**config.mk**
```make
export PLATFORM = sky130hd
export DESIGN_NAME = sign_narrower
export DESIGN_NICKNAME = d
export VERILOG_FILES = /design/src/rtl/sign_narrower.sv
export SDC_FILE = /design/constraint.sdc
export NUM_CORES = 1
export LEC_CHECK = 0
export CORE_UTILIZATION = 35
export CTS_BUF_LIST = sky130_fd_sc_hd__clkbuf_4
export CTS_CLUSTER_SIZE = 20
export DETAILED_ROUTE_END_ITERATION = 8
export SYNTH_ARGS = -nofsm -noshare
export SYNTH_HDL_FRONTEND = slang
export SYNTH_SLANG_ARGS = --single-unit
export TNS_END_PERCENT = 20
```
**constraint.sdc**
```tcl
create_clock -name clk -period 4.59 [get_ports clk]
set_input_delay 0.6885 -clock clk [delete_from_list [all_inputs] [get_ports clk]]
set_output_delay 0.6885 -clock clk [all_outputs]
set_load 0.005 [all_outputs]
```
**src/rtl/sign_narrower.sv**
```systemverilog
// Purpose : narrow a signed IN_W word to OUT_W bits, flag and count words that do not fit.
// Latency : 1 cycle from accept to out_valid when the buffer is empty.
// Backpres: 2-entry output buffer; in_ready drops only when both entries are held.
//
// Ports:
//   clk, rst_n            rising-edge clock, asynchronous active-low reset
//   in_data/in_valid/in_ready     upstream word and handshake
//   out_data/out_fits/out_valid/out_ready   head of buffer and downstream handshake
//   ovf_cnt, clr_cnt      saturating count of accepted non-fitting words, sync clear
//
// Build option: define SIGN_NARROW_SAT_EN to saturate non-fitting words to the
// most positive / most negative OUT_W value; otherwise they are truncated.

module sign_narrower #(
  parameter int IN_W  = 32,
  parameter int OUT_W = 16,
  parameter int CNT_W = 16
) (
  input  logic             clk,
  input  logic             rst_n,
  input  logic [IN_W-1:0]  in_data,
  input  logic             in_valid,
  output logic             in_ready,
  output logic [OUT_W-1:0] out_data,
  output logic             out_fits,
  output logic             out_valid,
  input  logic             out_ready,
  output logic [CNT_W-1:0] ovf_cnt,
  input  logic             clr_cnt
);

  // Bits that must all equal the new sign bit for a lossless narrowing.
  localparam int HI_W = IN_W - OUT_W + 1;

  localparam logic [CNT_W-1:0] CNT_MAX = {CNT_W{1'b1}};
  localparam logic [OUT_W-1:0] POS_MAX = {1'b0, {(OUT_W-1){1'b1}}};
  localparam logic [OUT_W-1:0] NEG_MIN = {1'b1, {(OUT_W-1){1'b0}}};

  typedef enum logic [1:0] {
    EMPTY = 2'd0,
    ONE   = 2'd1,
    FULL  = 2'd2
  } occ_t;

  occ_t             state;

  // Head entry drives the outputs directly; tail is the second slot.
  logic [OUT_W-1:0] head_data;
  logic             head_fits;
  logic [OUT_W-1:0] tail_data;
  logic             tail_fits;

  logic [HI_W-1:0]  in_hi;
  logic             in_fits;
  logic [OUT_W-1:0] in_narrow;
  logic             push;
  logic             pop;

  // ---------------------------------------------------------------------------
  // Fit check and narrowing of the incoming word
  // ---------------------------------------------------------------------------
  assign in_hi   = in_data[IN_W-1:OUT_W-1];
  assign in_fits = (&in_hi) | ~(|in_hi);

`ifdef SIGN_NARROW_SAT_EN
  // Clamp toward the sign of the original word.
  always_comb begin
    in_narrow = in_data[OUT_W-1:0];
    if (!in_fits) begin
      in_narrow = in_data[IN_W-1] ? NEG_MIN : POS_MAX;
    end
  end
`else
  // Plain truncation; the saturation constants are unused in this build.
  assign in_narrow = in_data[OUT_W-1:0];

  logic unused_sat_consts;
  assign unused_sat_consts = ^{POS_MAX, NEG_MIN};
`endif

  // ---------------------------------------------------------------------------
  // Handshakes. in_ready depends only on registered occupancy, so there is no
  // combinational path from out_ready to in_ready.
  // ---------------------------------------------------------------------------
  assign in_ready  = (state != FULL);
  assign out_valid = (state != EMPTY);
  assign push      = in_valid & in_ready;
  assign pop       = out_valid & out_ready;

  assign out_data  = head_data;
  assign out_fits  = head_fits;

  // ---------------------------------------------------------------------------
  // Occupancy FSM and storage. Head only changes when it is popped or when a
  // word lands in an empty buffer, so the outputs stay stable under stall.
  // ---------------------------------------------------------------------------
  always_ff @(posedge clk or negedge rst_n) begin
    if (!rst_n) begin
      state     <= EMPTY;
      head_data <= '0;
      head_fits <= 1'b0;
      tail_data <= '0;
      tail_fits <= 1'b0;
    end else begin
      case (state)
        EMPTY: begin
          if (push) begin
            head_data <= in_narrow;
            head_fits <= in_fits;
            state     <= ONE;
          end
        end

        ONE: begin
          case ({push, pop})
            2'b10: begin
              tail_data <= in_narrow;
              tail_fits <= in_fits;
              state     <= FULL;
            end
            2'b01: begin
              state <= EMPTY;
            end
            2'b11: begin
              // Old head leaves while the new word takes its place.
              head_data <= in_narrow;
              head_fits <= in_fits;
            end
            default: begin
            end
          endcase
        end

        FULL: begin
          // No push possible here: in_ready is low.
          if (pop) begin
            head_data <= tail_data;
            head_fits <= tail_fits;
            state     <= ONE;
          end
        end

        default: begin
          state <= EMPTY;
        end
      endcase
    end
  end

  // ---------------------------------------------------------------------------
  // Overflow event counter. Clear wins over a same-cycle event, and the
  // counter sticks at all-ones instead of wrapping.
  // ---------------------------------------------------------------------------
  always_ff @(posedge clk or negedge rst_n) begin
    if (!rst_n) begin
      ovf_cnt <= '0;
    end else if (clr_cnt) begin
      ovf_cnt <= '0;
    end else if (push && !in_fits && (ovf_cnt != CNT_MAX)) begin
      ovf_cnt <= ovf_cnt + 1'b1;
    end
  end

endmodule

```
==> impl_metrics.prom <==
# TYPE chip_impl_metric gauge
chip_impl_info{name="outcome",value="complete, no violations"} 1
chip_impl_metric{name="drt_first_iter_violations",unit=""} 90
chip_impl_metric{name="cts.path.max_buffers",unit=""} 2
chip_impl_metric{name="coreArea",unit="um2"} 7210
chip_impl_metric{name="finalMaxSlewViolations",unit=""} 0
chip_impl_metric{name="ys_seq_area_share",unit="%"} 50.2
chip_impl_metric{name="grt_pass1_vias",unit=""} 1971
chip_impl_metric{name="cap_violations",unit=""} 0
chip_impl_metric{name="grt_max_degree",unit=""} 53
chip_impl_info{name="critPathCaptureType",value="flop"} 1
chip_impl_metric{name="ant_nets",unit=""} 0
chip_impl_metric{name="crit_path_max_incr_delay",unit="ps"} 640
chip_impl_metric{name="static-leakage-power",unit="nW"} 1.38
chip_impl_metric{name="ys_warn_count",unit=""} 0
chip_impl_info{name="min-delay-path-class",value="in -> async"} 1
chip_impl_metric{name="detail_route.wirelength",unit="um"} 5830
chip_impl_metric{name="synth.net_count",unit=""} 307
chip_impl_info{name="yosys.area.top_type",value="sky130_fd_sc_hd__dfrtp_1"} 1
chip_impl_metric{name="drive_above_1_share",unit="%"} 12.8
chip_impl_metric{name="die_w",unit="um"} 88.0
chip_impl_metric{name="routed_length_per_placed_instance",unit="um"} 13.4
chip_impl_metric{name="grt.overflow.total",unit=""} 0
chip_impl_metric{name="syn_inst",unit=""} 266
chip_impl_metric{name="setup_viol_count_final",unit=""} 0
chip_impl_metric{name="cts-hold-fix-buffers",unit=""} 0
chip_impl_metric{name="setup-tns-final",unit="ps"} 0
chip_impl_metric{name="drt_pass1_iterations",unit=""} 4
chip_impl_metric{name="hold_ws",unit="ps"} 403
chip_impl_metric{name="clkSlewWorstSetupHoldPaths",unit="ps"} 160
chip_impl_metric{name="design.final.nets",unit=""} 376
chip_impl_metric{name="detail_route.vias_per_cell",unit=""} 5.16
chip_impl_metric{name="total_clock_buffers_created_by_cts",unit=""} 5
chip_impl_metric{name="clock_sink_count",unit=""} 52
chip_impl_metric{name="finalCritPeriodShare",unit="%"} 60.5
chip_impl_metric{name="power_density",unit="nW/um2"} 460
chip_impl_info{name="synth.most_common_cell",value="sky130_fd_sc_hd__dfrtp_1"} 1
chip_impl_info{name="rsz_0062_raised_after_global_routing",value="no"} 1
chip_impl_metric{name="crit_required",unit="ps"} 4850
chip_impl_metric{name="drc_errors",unit=""} 0
chip_impl_metric{name="clock_tree.htree_level_count",unit=""} 2
chip_impl_metric{name="area_delta_synth_final",unit="%"} 33.0
chip_impl_metric{name="yosys_register_bits",unit=""} 52
chip_impl_metric{name="buffer_ports.inserted",unit=""} 71
chip_impl_metric{name="number_of_rows_created_at_floorplan",unit=""} 31
chip_impl_info{name="yosys_most_used_dff",value="sky130_fd_sc_hd__dfrtp_1"} 1
chip_impl_metric{name="routabilityCongestion",unit=""} 0.755
chip_impl_metric{name="worst_clock_skew",unit="ps"} 14.0
chip_impl_metric{name="boundaryPins",unit=""} 72
chip_impl_metric{name="synth_async_sr_flop_share",unit="%"} 100
chip_impl_metric{name="final_critical_path_required_period",unit="ps"} 2780
chip_impl_metric{name="worstPathArrival",unit="ps"} 3040
chip_impl_info{name="timing_worst_setup_path_type",value="reg -> reg"} 1
chip_impl_metric{name="overall_global_routing_usage",unit="%"} 15.8
chip_impl_metric{name="worst_case_vdd_ir_drop",unit="uV"} 153
chip_impl_metric{name="diodes",unit=""} 0
chip_impl_metric{name="slew_headroom",unit="%"} 39.0
chip_impl_metric{name="grt_first_pass_wirelength",unit="um"} 9370
chip_impl_metric{name="initial_antenna_violation_count",unit=""} 0
chip_impl_metric{name="synth.top_cell.area_share",unit="%"} 50.2
chip_impl_info{name="cp_slowest_cell",value="sky130_fd_sc_hd__nand3b_1"} 1
chip_impl_metric{name="report.final.hold_viol_count",unit=""} 0
chip_impl_info{name="setup.worst_path.start_class",value="flop"} 1
chip_impl_metric{name="post_synth_num_cell_types",unit=""} 36
chip_impl_info{name="tritoncts",value="built"} 1
chip_impl_metric{name="die_height",unit="um"} 88.0
chip_impl_info{name="synthTopCellsByCount",value="52 x sky130_fd_sc_hd__dfrtp_1, 43 x sky130_fd_sc_hd__nand2_1, 29 x sky130_fd_sc_hd__nor2_1"} 1
chip_impl_metric{name="syn-mean-instance-area",unit="um2"} 9.74
chip_impl_metric{name="critical_path.max_fanout",unit=""} 21
chip_impl_metric{name="post_cts_resized",unit=""} 0
chip_impl_metric{name="postCtsSetupBuffers",unit=""} 0
chip_impl_metric{name="start_util",unit="%"} 35.9
chip_impl_metric{name="syn_area",unit="um2"} 2590
chip_impl_info{name="root_buffer",value="sky130_fd_sc_hd__clkbuf_4"} 1
chip_impl_metric{name="place_hpwl",unit="um"} 3950
chip_impl_metric{name="insertion_delay",unit="ps"} 370
chip_impl_info{name="crit_path_cell_trace",value="nor2b_1 -> clkinv_2 -> nand2_4 -> inv_1 -> ha_1 -> nand3b_1 -> mux2_2"} 1
chip_impl_metric{name="utilization",unit="%"} 47.8
chip_impl_metric{name="worst-slew-pin-transition",unit="ps"} 912
chip_impl_metric{name="via_count",unit=""} 2246
chip_impl_metric{name="design.die.area",unit="um2"} 7750
chip_impl_metric{name="max_clock_freq",unit="MHz"} 360
chip_impl_metric{name="synth_edf_count",unit=""} 0
chip_impl_info{name="post_synth_main_area_contributors",value="sky130_fd_sc_hd__dfrtp_1 50%, sky130_fd_sc_hd__mux2_2 9.1%, sky130_fd_sc_hd__nand2_1 6.2%"} 1
==> layout make-up <==
| class | count | area (um2) |
|---|---|---|
| fill | 691 | 3770 |
| sequential | 52 | 1300 |
| multi-input combinational | 195 | 1200 |
| timing repair buffer | 75 | 736 |
| tap | 99 | 124 |
| clock buffer | 6 | 45.0 |
| inverter | 6 | 23.8 |
| clock inverter | 2 | 16.3 |
==> worst max-delay path, delay by kind of cell, from the launching register on <==
kind	cells	cell delay [ps]
buffers and inverters	2	460
flip-flops	1	480
multiplexers	1	410
adder cells (fa/ha/maj)	1	190
AND/OR/NAND/NOR	3	1120
==> cells in the final DEF, fill, tap and decap left out, drive strengths merged, types with 5 or more instances in the layout <==
cell / Yosys / layout
clkdlybuf4s50: 0 / 70
dfrtp: 52 / 52
nand2: 44 / 44
nor2: 29 / 29
mux2: 22 / 22
a31oi: 16 / 16
a21oi: 12 / 12
nand4: 11 / 11
nand3: 8 / 8
nor4: 8 / 8
nor2b: 7 / 7
o21ai: 7 / 7
or4: 7 / 7
o31ai: 6 / 6
clkbuf: 9 / 6
inv: 5 / 5
buf: 4 / 5
==> layer usage <==
layer | share of wire [%] | wire length (um) | global-route usage [%] | up-vias
li1 | - | - | - | 1093
met2 | 47 | 2750 | 25.3 | 62
met3 | 5.0 | 293 | 3.77 | 9
met4 | 1.2 | 68 | 4.40 | 0
met1 | 47 | 2720 | 21.3 | 1082
met5 | 0 | 0 | 0 | -
==> metrics by stage <==
step	instance area [um2]	setup WS (ps)	power (W)	cells
after floorplan	2590	2370	0.00108	266
after global placement	3390	1570	0.00137	427
after detailed placement	3390	1560	0.00139	427
after CTS	3450	1800	0.00160	435
after global routing	3450	1580	0.00171	435
final	3450	1810	0.00159	435
==> worst paths after layout <==
path	start	to	slack, ps	depth (start not counted)
worst max-delay path	state[0]	tail_data[15]	1810	7
worst min-delay path	rst_n	state[0]	400	2
worst max register to register	state[0]	tail_data[15]	1810	7
worst min register to register	tail_fits	tail_fits	530	1
max in group asynchronous	rst_n	tail_data[15]	3730	2
min in group clk	tail_fits	tail_fits	530	1
==> report_power, final <==
part           leakage, nW  switching (W)  total (W)  internal (W)
combinational        0.709       0.000295   0.000658      0.000363
clock               0.0319       0.000150   0.000218     0.0000672
sequential           0.641      0.0000895   0.000709      0.000620
==> cells by family after synthesis <==
group                      Yosys count  synth area share (%)
adders and majority gates            4                  1.93
buffers and inverters               19                  3.57
muxes                               22                  9.56
AOI/OAI and AO/OA                   42                  9.61
DFF                                 52                  50.2
and+or+nand+nor                    126                  24.8
xor gates and xnor gates             1                 0.338
==> state kept, by name (all words and copies together), names as in the netlist <==
signal     cells
state          2
out_data      16
out_fits       1
tail_fits      1
ovf_cnt       16
tail_data     16
Power figures use the tool's default switching activity.
